`config.mk`:
```
export PLATFORM = sky130hd
export DESIGN_NAME = matrix_mac_sequencer_flat
export DESIGN_NICKNAME = d
export VERILOG_FILES = /design/src/rtl/matrix_mac_sequencer_pkg.sv /design/src/rtl/matrix_mac_sequencer_if.sv /design/src/rtl/matrix_mac_sequencer_element_mac.sv /design/src/rtl/matrix_mac_sequencer.sv /design/src/flat_wrapper.sv
export SDC_FILE = /design/constraint.sdc
export NUM_CORES = 1
export LEC_CHECK = 0
export CORE_UTILIZATION = 38
export CTS_BUF_LIST = sky130_fd_sc_hd__clkbuf_16
export DETAILED_ROUTE_END_ITERATION = 16
export PLACE_DENSITY = 0.64
export SETUP_SLACK_MARGIN = 0.1
export SLEW_MARGIN = 20
export SYNTH_ARGS = -nofsm -noshare
export SYNTH_HDL_FRONTEND = slang
export SYNTH_SLANG_ARGS = --single-unit
```
`constraint.sdc`:
```
create_clock -name clk -period 4.1 [get_ports clk]
set_input_delay 0.615 -clock clk [delete_from_list [all_inputs] [get_ports clk]]
set_output_delay 0.615 -clock clk [all_outputs]
set_load 0.02 [all_outputs]
```
`src/rtl/matrix_mac_sequencer_pkg.sv`:
```
// Shared definitions for the 2x2 matrix multiplier: widths, FSM states,
// selector index encoding and packed result layout.
package matrix_pkg;

    localparam int ELEM_W   = 4;
    localparam int RES_W    = 9;
    localparam int IDX_W    = 3;
    localparam int RESULT_W = 4 * RES_W;

    localparam int C00_OFF = 0;
    localparam int C01_OFF = 9;
    localparam int C10_OFF = 18;
    localparam int C11_OFF = 27;

    typedef enum logic [1:0] {
        IDLE = 2'd0,
        RUN  = 2'd1,
        DONE = 2'd2
    } state_t;

    // Element (r, c) is addressed as {r, 0, c}; the middle bit is always zero.
    function automatic logic [IDX_W-1:0] idx(input logic r, input logic c);
        return {r, 1'b0, c};
    endfunction

endpackage

```
`src/rtl/matrix_mac_sequencer_if.sv`:
```
// Handshake and data bundle between the sequencer and its surroundings
// (start/busy/done/result plus the A and B selector links).
interface matrix_mac_sequencer_if;
    import matrix_pkg::*;

    logic                start;
    logic [ELEM_W-1:0]   elem_a;
    logic [ELEM_W-1:0]   elem_b;
    logic [IDX_W-1:0]    entry_out_a;
    logic [IDX_W-1:0]    entry_out_b;
    logic                busy;
    logic                done;
    logic [RESULT_W-1:0] result;

    modport master (
        output start, elem_a, elem_b,
        input  entry_out_a, entry_out_b, busy, done, result
    );

    modport slave (
        input  start, elem_a, elem_b,
        output entry_out_a, entry_out_b, busy, done, result
    );

endinterface

```
`src/rtl/matrix_mac_sequencer_element_mac.sv`:
```
// Multiply-accumulate datapath. acc presents the running sum including the
// current product so the sequencer can capture a finished C entry on the same edge.
module element_mac #(
    parameter int ELEM_W = 4,
    parameter int RES_W  = 9
) (
    input  logic              clk,
    input  logic              rst,
    input  logic [ELEM_W-1:0] elem_a,
    input  logic [ELEM_W-1:0] elem_b,
    input  logic              clear_acc,
    input  logic              step_en,
    output logic [RES_W-1:0]  acc
);

    logic [2*ELEM_W-1:0] prod_s;
    logic [RES_W-1:0]    base_s;
    logic [RES_W-1:0]    acc_r;

    // Unsigned product, zero-extended and added to the cleared or held partial sum
    always_comb begin
        prod_s = {{ELEM_W{1'b0}}, elem_a} * {{ELEM_W{1'b0}}, elem_b};
        if (clear_acc) begin
            base_s = {RES_W{1'b0}};
        end else begin
            base_s = acc_r;
        end
        acc = base_s + {{(RES_W - 2*ELEM_W){1'b0}}, prod_s};
    end

    // Partial-sum register, advanced only while the sequencer is stepping
    always_ff @(posedge clk) begin
        if (rst) begin
            acc_r <= {RES_W{1'b0}};
        end else if (step_en) begin
            acc_r <= acc;
        end else begin
            acc_r <= acc_r;
        end
    end

endmodule

```
`src/rtl/matrix_mac_sequencer.sv`:
```
// Eight-step sequencer for C = A x B on 2x2 4-bit matrices: drives selector
// indices, collects C entries and publishes the packed result with a done pulse.
module matrix_mac_sequencer
    import matrix_pkg::*;
(
    input  logic                 clk,
    input  logic                 rst,
    matrix_mac_sequencer_if.slave bus
);

    state_t              state_r;
    state_t              state_next_s;
    logic [IDX_W-1:0]    step_r;
    logic [IDX_W-1:0]    step_next_s;
    logic [IDX_W-1:0]    entry_a_r;
    logic [IDX_W-1:0]    entry_b_r;
    logic [IDX_W-1:0]    entry_a_next_s;
    logic [IDX_W-1:0]    entry_b_next_s;
    logic                busy_r;
    logic                done_r;
    logic [RESULT_W-1:0] result_r;
    logic [RES_W-1:0]    c_r [4];
    logic [RES_W-1:0]    acc_s;
    logic                run_s;
    logic                clear_acc_s;
    logic                pair_end_s;
    logic                last_step_s;

    // Step s = {i, j, k}: A supplies a[i][k], B supplies b[k][j]
    function automatic logic [IDX_W-1:0] a_index(input logic [IDX_W-1:0] s);
        return idx(s[2], s[0]);
    endfunction

    function automatic logic [IDX_W-1:0] b_index(input logic [IDX_W-1:0] s);
        return idx(s[0], s[1]);
    endfunction

    // Datapath control decoded from the current state and step
    always_comb begin
        run_s       = (state_r == RUN);
        clear_acc_s = ~step_r[0];
        pair_end_s  = run_s && step_r[0];
        last_step_s = run_s && (step_r == 3'd7);
    end

    // Next-state, step and index decode
    always_comb begin
        state_next_s   = state_r;
        step_next_s    = step_r;
        entry_a_next_s = entry_a_r;
        entry_b_next_s = entry_b_r;
        case (state_r)
            IDLE: begin
                if (bus.start) begin
                    state_next_s   = RUN;
                    step_next_s    = 3'd0;
                    entry_a_next_s = a_index(3'd0);
                    entry_b_next_s = b_index(3'd0);
                end else begin
                    state_next_s   = IDLE;
                end
            end
            RUN: begin
                if (step_r == 3'd7) begin
                    state_next_s   = DONE;
                end else begin
                    step_next_s    = step_r + 3'd1;
                    entry_a_next_s = a_index(step_r + 3'd1);
                    entry_b_next_s = b_index(step_r + 3'd1);
                end
            end
            DONE: begin
                state_next_s = IDLE;
            end
            default: begin
                state_next_s = IDLE;
            end
        endcase
    end

    // FSM, step counter and registered status/index outputs
    always_ff @(posedge clk) begin
        if (rst) begin
            state_r   <= IDLE;
            step_r    <= 3'd0;
            entry_a_r <= 3'd0;
            entry_b_r <= 3'd0;
            busy_r    <= 1'b0;
            done_r    <= 1'b0;
        end else begin
            state_r   <= state_next_s;
            step_r    <= step_next_s;
            entry_a_r <= entry_a_next_s;
            entry_b_r <= entry_b_next_s;
            busy_r    <= (state_next_s == RUN);
            done_r    <= (state_next_s == DONE);
        end
    end

    // C entries close on odd steps; the last one goes straight into the result
    // so all four fields update together on entry to DONE
    always_ff @(posedge clk) begin
        if (rst) begin
            for (int n = 0; n < 4; n++) begin
                c_r[n] <= {RES_W{1'b0}};
            end
            result_r <= {RESULT_W{1'b0}};
        end else begin
            if (pair_end_s) begin
                c_r[{step_r[2], step_r[1]}] <= acc_s;
            end
            if (last_step_s) begin
                result_r <= {acc_s, c_r[2], c_r[1], c_r[0]};
            end
        end
    end

    element_mac #(
        .ELEM_W (ELEM_W),
        .RES_W  (RES_W)
    ) u_mac (
        .clk       (clk),
        .rst       (rst),
        .elem_a    (bus.elem_a),
        .elem_b    (bus.elem_b),
        .clear_acc (clear_acc_s),
        .step_en   (run_s),
        .acc       (acc_s)
    );

    assign bus.entry_out_a = entry_a_r;
    assign bus.entry_out_b = entry_b_r;
    assign bus.busy        = busy_r;
    assign bus.done        = done_r;
    assign bus.result      = result_r;

endmodule

```
`src/flat_wrapper.sv`:
```
// flat-port wrapper written by rule: the top's interface ports become plain ports
module matrix_mac_sequencer_flat import matrix_pkg::*;
  (clk, rst, bus_start, bus_elem_a, bus_elem_b, bus_entry_out_a, bus_entry_out_b, bus_busy, bus_done, bus_result);
  matrix_mac_sequencer_if bus_i ();
  input  logic clk;
  input  logic rst;
  input wire logic [$bits(bus_i.start)-1:0] bus_start;
  input wire logic [$bits(bus_i.elem_a)-1:0] bus_elem_a;
  input wire logic [$bits(bus_i.elem_b)-1:0] bus_elem_b;
  output wire logic [$bits(bus_i.entry_out_a)-1:0] bus_entry_out_a;
  output wire logic [$bits(bus_i.entry_out_b)-1:0] bus_entry_out_b;
  output wire logic [$bits(bus_i.busy)-1:0] bus_busy;
  output wire logic [$bits(bus_i.done)-1:0] bus_done;
  output wire logic [$bits(bus_i.result)-1:0] bus_result;
  assign bus_i.start = bus_start;
  assign bus_i.elem_a = bus_elem_a;
  assign bus_i.elem_b = bus_elem_b;
  assign bus_entry_out_a = bus_i.entry_out_a;
  assign bus_entry_out_b = bus_i.entry_out_b;
  assign bus_busy = bus_i.busy;
  assign bus_done = bus_i.done;
  assign bus_result = bus_i.result;
  matrix_mac_sequencer u_core (.clk(clk), .rst(rst), .bus(bus_i));
endmodule
```
# After elaboration in Yosys (flattened, before gate mapping)
# Memories as Yosys holds them, arrays and structs flattened. A register that Yosys moved wholly into a read port is not among the register bits.
# Index checks and enable logic that the tools add are counted.
[op_classes] mul=1 n_addsub=2 eq_ne=6 n_mux=19 n_reduce_logical=6
[ops] operator="2-to-1 mux 9 bit" count=2
[ops] operator="case mux 3 bit (2 select lines)" count=3
[ops] operator="2-to-1 mux 3 bit" count=4
[ops] operator="adder 9 x 8 -> 9 bit" count=1
[ops] operator="OR reduction 9 bit" count=1
[ops] operator="multiplier 4 x 4 -> 8 bit" count=1
[ops] operator="2-to-1 mux 1 bit" count=7
[ops] operator="== test 2 x 1 -> 1 bit (second input constant)" count=2
[ops] operator="2-to-1 mux 2 bit" count=2
[ops] operator="!= test 2 bit (second input constant)" count=2
[ops] operator="case mux 2 bit (2 select lines)" count=1
[ops] operator="adder 3 x 1 -> 3 bit (second input constant)" count=1
[ops] operator="== test 3 bit (second input constant)" count=1
[ops] operator="AND reduction 3 bit" count=1
[ops] operator="== test 2 bit (second input constant)" count=1
[ops] operator="logical AND 1 bit" count=2
[ops] operator="zero test 2 bit" count=1
[ops] operator="nonzero test 2 bit" count=1
[totals] inputBits=11 regBits=58 mem_count=1 ramBits=36
[memory_table] name="u_core.c_r" depth=4 word_bits=9 read_ports=3 rd_ports_with_merged_regs=3 write_ports=4 line_no="matrix_mac_sequencer.sv:22" text="logic [RES_W-1:0] c_r [4];"

# Depth between registers and ports, before layout
[depth] depth_word=7 mapped_depth=12

# Modules after synthesis
# From an unflattened synthesis, not the netlist that was laid out.
[unflattened] cells_unflattened=404 hier_area_um2=3926.3
[by_module_without_submodules] mod="matrix_mac_sequencer" cells_each=259 seq_area_each_um2=1671.6 area_per_inst_um2=2690.1 n_inst=1
[by_module_without_submodules] mod="element_mac" cells_each=145 seq_area_each_um2=180.2 area_per_inst_um2=1236.2 n_inst=1

# Least setup slack after synthesis
# OpenSTA, ideal clock, no wires.
[synth_path] path_kind="input-to-reg" start="input bus_elem_b[3]" end="memory u_core.c_r[2][7] (data pin)" cell_stages=10 arrival_ps=3340 setup_time_ps=266 required_ps=3834 path_slack_ps=493 cell_sequence="nand2_1 fa_1 fa_1 fa_1 inv_1 ha_1 a211o_1 nand4_1 nor3b_2 nor2_1"
[synth_rtl] element="start, declared" line_no="flat_wrapper.sv:9" text="input wire logic [$bits(bus_i.elem_b)-1:0] bus_elem_b;"
[synth_rtl] element="end, declared" line_no="matrix_mac_sequencer.sv:22"

# Worst setup path in the final report
[layout_path] start="input bus_elem_a[2]" end="register u_core.result_r[34] (netlist: u_core.bus.result[34])"
[layout_between] elab_chain_len=2
[layout_lines] element="start, declared" line_no="flat_wrapper.sv:8" text="input wire logic [$bits(bus_i.elem_a)-1:0] bus_elem_a;"
[layout_lines] element="multiplier 4 x 4 -> 8 bit" line_no="matrix_mac_sequencer_element_mac.sv:22" text="prod_s = {{ELEM_W{1'b0}}, elem_a} * {{ELEM_W{1'b0}}, elem_b};"
[layout_lines] element="adder 9 x 8 -> 9 bit" line_no="matrix_mac_sequencer_element_mac.sv:28" text="acc = base_s + {{(RES_W - 2*ELEM_W){1'b0}}, prod_s};"
[layout_lines] element="end signal, assigned" line_no="matrix_mac_sequencer.sv:107" text="result_r <= {RESULT_W{1'b0}};"
[layout_lines] element="end signal, assigned" line_no="matrix_mac_sequencer.sv:113" text="result_r <= {acc_s, c_r[2], c_r[1], c_r[0]};"
[layout_lines] element="end, declared" line_no="matrix_mac_sequencer.sv:21" text="logic [RESULT_W-1:0] result_r;"
# Every way passes these cells.
# A chain may end at the register's enable or synchronous reset.

==> metrics.md <==
| Metric | Value |
|---|---|
| Post-DR vias/cell | 4.82 |
| Critical-path maximum fanout | 5 |
| Final GP Congestion | 0.849 |
| NumNets Final | 493 |
| Setup Fix Bufs, Post-CTS | 0 |
| DRC violations left | 0 |
| Gr ovfl total | 0 |
| Period utilization | 94.3% |
| Avg WL per Cell | 13.4 um |
| Worst setup SP type | input port |
| 1st-pass router iterations | 5 |
| Sequential area share after synthesis | 50.0% |
| Worst Setup EP | u_core.bus.result[34]$_SDFFE_PP0P_ |
| N_diodes | 0 |
| Synth cell count leaders | nand2_1 (85), dfxtp_1 (52), a21oi_1 (42) |
| Synth top area share | 28.1% |
| Required time worst endpoint | 4.33 ns |
| Fin crit period | 3.87 ns |
| Row cnt | 35 |
| HPWL after detailed placement | 5.82 mm |
| Die area | 0.0101 mm^2 |
| Antenna violations before repair | 0 |
| Critical Path AT | 4.10 ns |
| DRT antenna net count | 0 |
| Yosys top cell by area | dfxtp_1 |
| Final non-filler cell total | 588 |
| Placed Cells incl. Taps | 572 |
| Pleak | 0.00185 uW |
| Yosys reg bits | 79 |
| Worst-Skew Late Latency | 0.33 ns |
| Gr usage total | 16.6% |
| Drt first-iter violations | 157 |
| Ports | 55 |
| Placed Area | 0.00444 mm^2 |
| Maximum clock frequency | 259 MHz |
| Status | finished clean |
| Post-Synthesis Mean Instance Area | 9.48 um^2 |
| Max Slew Vio Count | 0 |
| Layout Area Growth over Synthesis | 28.9% |
| Post-Syn Instances | 391 |
| Worst R2R End | u_core.bus.result[34]$_SDFFE_PP0P_ |
| Most common cell in the netlist | nand2_1 |
| Worst r2r src | u_core.step_r[0]$_SDFFE_PP0P_ |
| Asr flop ratio synth | 0% |
| Share of cells above drive strength 1 | 10.9% |
| Main synth FF type | dfxtp_1 |
| Peak supply drop | 0.000207 V |
| Worst hold path class | reg2reg |
| CTS tree | built |
| Die Y | 101 um |
| CTS root buf | clkbuf_16 |
| Synth area leaders | dfxtp_1 (28%), edfxtp_1 (22%), nand2_1 (8.6%) |
| Slew headroom | 43.2% |
| Reg clk slew, reported paths | 0.06 ns |
| Post-synth EDFFs | 27 |
| CTS H-tree depth | 3 |
| Cell Pwr Density | 394 mW/mm^2 |
| WL final | 7.91 mm |
| Initial Utilization | 39.7% |
| Max Cap Viol | 0 |
| Internal reg-to-reg setup slack | 1.09 ns |
| DR vias | 2833 |
| Cts hold-fix bufs | 0 |
| Max Root-Sink Buffers | 2 |
| Crit path kind | in2reg |
| Synth warn | 0 |
| Hold Fails Final Rpt | 0 |
| Met3 wire length | 272 um |
| Top Metal Used | met4 |
| Buffers on Ports | 52 |
| Placeable core area | 0.00933 mm^2 |
| RSZ-0062 raised after global routing | no |
| Final setup viols | 0 |
| Hold slack final | 0.453 ns |
| Final Skew | 0.00599 ns |
| WL met2 | 3.92 mm |
| M1 wire length | 3.61 mm |
| First-pass GRT wire length | 13.0 mm |
| Vias in the first global route | 2765 |
| Pin count of the biggest net entering global routing | 48 |
| Final instance area | 0.00478 mm^2 |
| Setup crit start | bus_elem_a[2] |
| Die W | 101 um |
| Num CTS Buffers | 9 |
| Worst R2R Path Depth | 8 |
| Slew @ Worst Pin | 0.850 ns |
| Synth unique cells | 43 |
| Synthesized area | 0.00370 mm^2 |
| Critical Path End Type | register |
| Clock Sinks | 79 |
how the worst min path moves through the flow:
stage / end / depth (start not counted) / start
finish: bus_result[20]$_SDFFE_PP0P_ / 2 / bus_result[20]$_SDFFE_PP0P_
global route: bus_result[13]$_SDFFE_PP0P_ / 2 / bus_result[13]$_SDFFE_PP0P_
CTS: bus_result[20]$_SDFFE_PP0P_ / 2 / bus_result[20]$_SDFFE_PP0P_
floorplan: u_core.u_mac.acc_r[0]$_SDFFE_PP0P_ / 2 / u_core.u_mac.acc_r[0]$_SDFFE_PP0P_
detailed placement: bus_result[22]$_SDFFE_PP0P_ / 2 / bus_result[22]$_SDFFE_PP0P_
global placement: u_core.u_mac.acc_r[0]$_SDFFE_PP0P_ / 2 / u_core.u_mac.acc_r[0]$_SDFFE_PP0P_
kinds of logic (layout without fill, tap and decap cells):
group                      Yosys count  after routing  synth area share, %
and+or+nand+nor                    167            167                 20.4
DFF                                 79             79                 50.0
AOI/OAI and AO/OA                   70             70                 12.6
adders and majority gates           28             28                 11.3
muxes                                1              1                0.270
buffers and inverters               43            110                 4.86
other                                1              2                0.101
xor gates and xnor gates             2              2                0.473
final cells by class:
type,instances,area (um^2)
clock buffer,9,225
clock inverter,7,62.6
fill,873,4550
inverter,21,78.8
multi-input combinational,270,1720
sequential,79,1850
tap,129,161
timing repair buffer,73,676
power by group:
group / internal (uW) / switching [uW]
Clock: 466 / 302
Sequential: 829 / 12.1
Combinational: 121 / 154
Total: 1420 / 468
critical path, stage by stage:
cell             delay [ns]
clkdlybuf4s50_1        0.47
nand2_1                0.08
fa_1                   0.56
fa_1                   0.44
fa_1                   0.51
inv_1                  0.07
ha_4                   0.23
a211o_1                0.35
a2111oi_4              0.42
nor3b_4                0.10
o31ai_1                0.24
flip-flops by register name, indices dropped and copies added (netlist names):
register,cells
u_core.bus.result,9
u_core.state_r,2
u_core.u_mac.acc_r,9
u_core.bus.done,1
bus_result,27
u_core.bus.busy,1
u_core.c_r,27
u_core.step_r,3
cell usage in the layout (no fill, tap or decap), types with 2 or more instances in the layout:
cell	synthesis	routed
edfxtp_1	27	27
a211oi_2	2	2
nand2b_1	7	7
clkdlybuf4s50_1	0	50
nand3_1	5	5
o21a_1	2	2
nor2_1	37	37
dfxtp_1	52	52
o31ai_1	5	3
nor2b_1	4	4
nand2_1	85	85
inv_1	21	21
nand3b_1	4	4
buf_4	3	21
ha_1	19	17
fa_1	9	9
a21oi_1	42	41
a211o_1	3	3
clkinv_1	0	3
and2_1	17	17
a211oi_1	2	2
a22oi_1	2	2
a21o_1	2	2
o31ai_2	0	2
nor3b_1	2	2
conb_1	1	2
clkbuf_16	0	9
stage by stage:
stage	TNS (ns)	total power (uW)	utilization [%]	setup WS, ns
3_5_place_dp	-2.60	1120	47.6	-0.186
2_1_floorplan	0	1020	-	0.493
3_3_place_gp	-1.45	1120	47.6	-0.112
5_1_grt	0	1970	51.2	0.106
6_report	0	1880	51.2	0.233
4_1_cts	0	1890	50.7	0.128
repair_timing:
action	in CTS	in global routing
hold endpoints to repair	0	0
gates resized for setup	0	9
setup endpoints to repair	0	15
per-layer routing:
metal / GRT usage (%) / up-vias
li1: - / 1435
met1: 20.5 / 1324
met2: 29.1 / 64
met3: 3.12 / 10
met4: 5.80 / 0
met5: 0 / -
No activity file was read; power rests on OpenSTA's default activity.
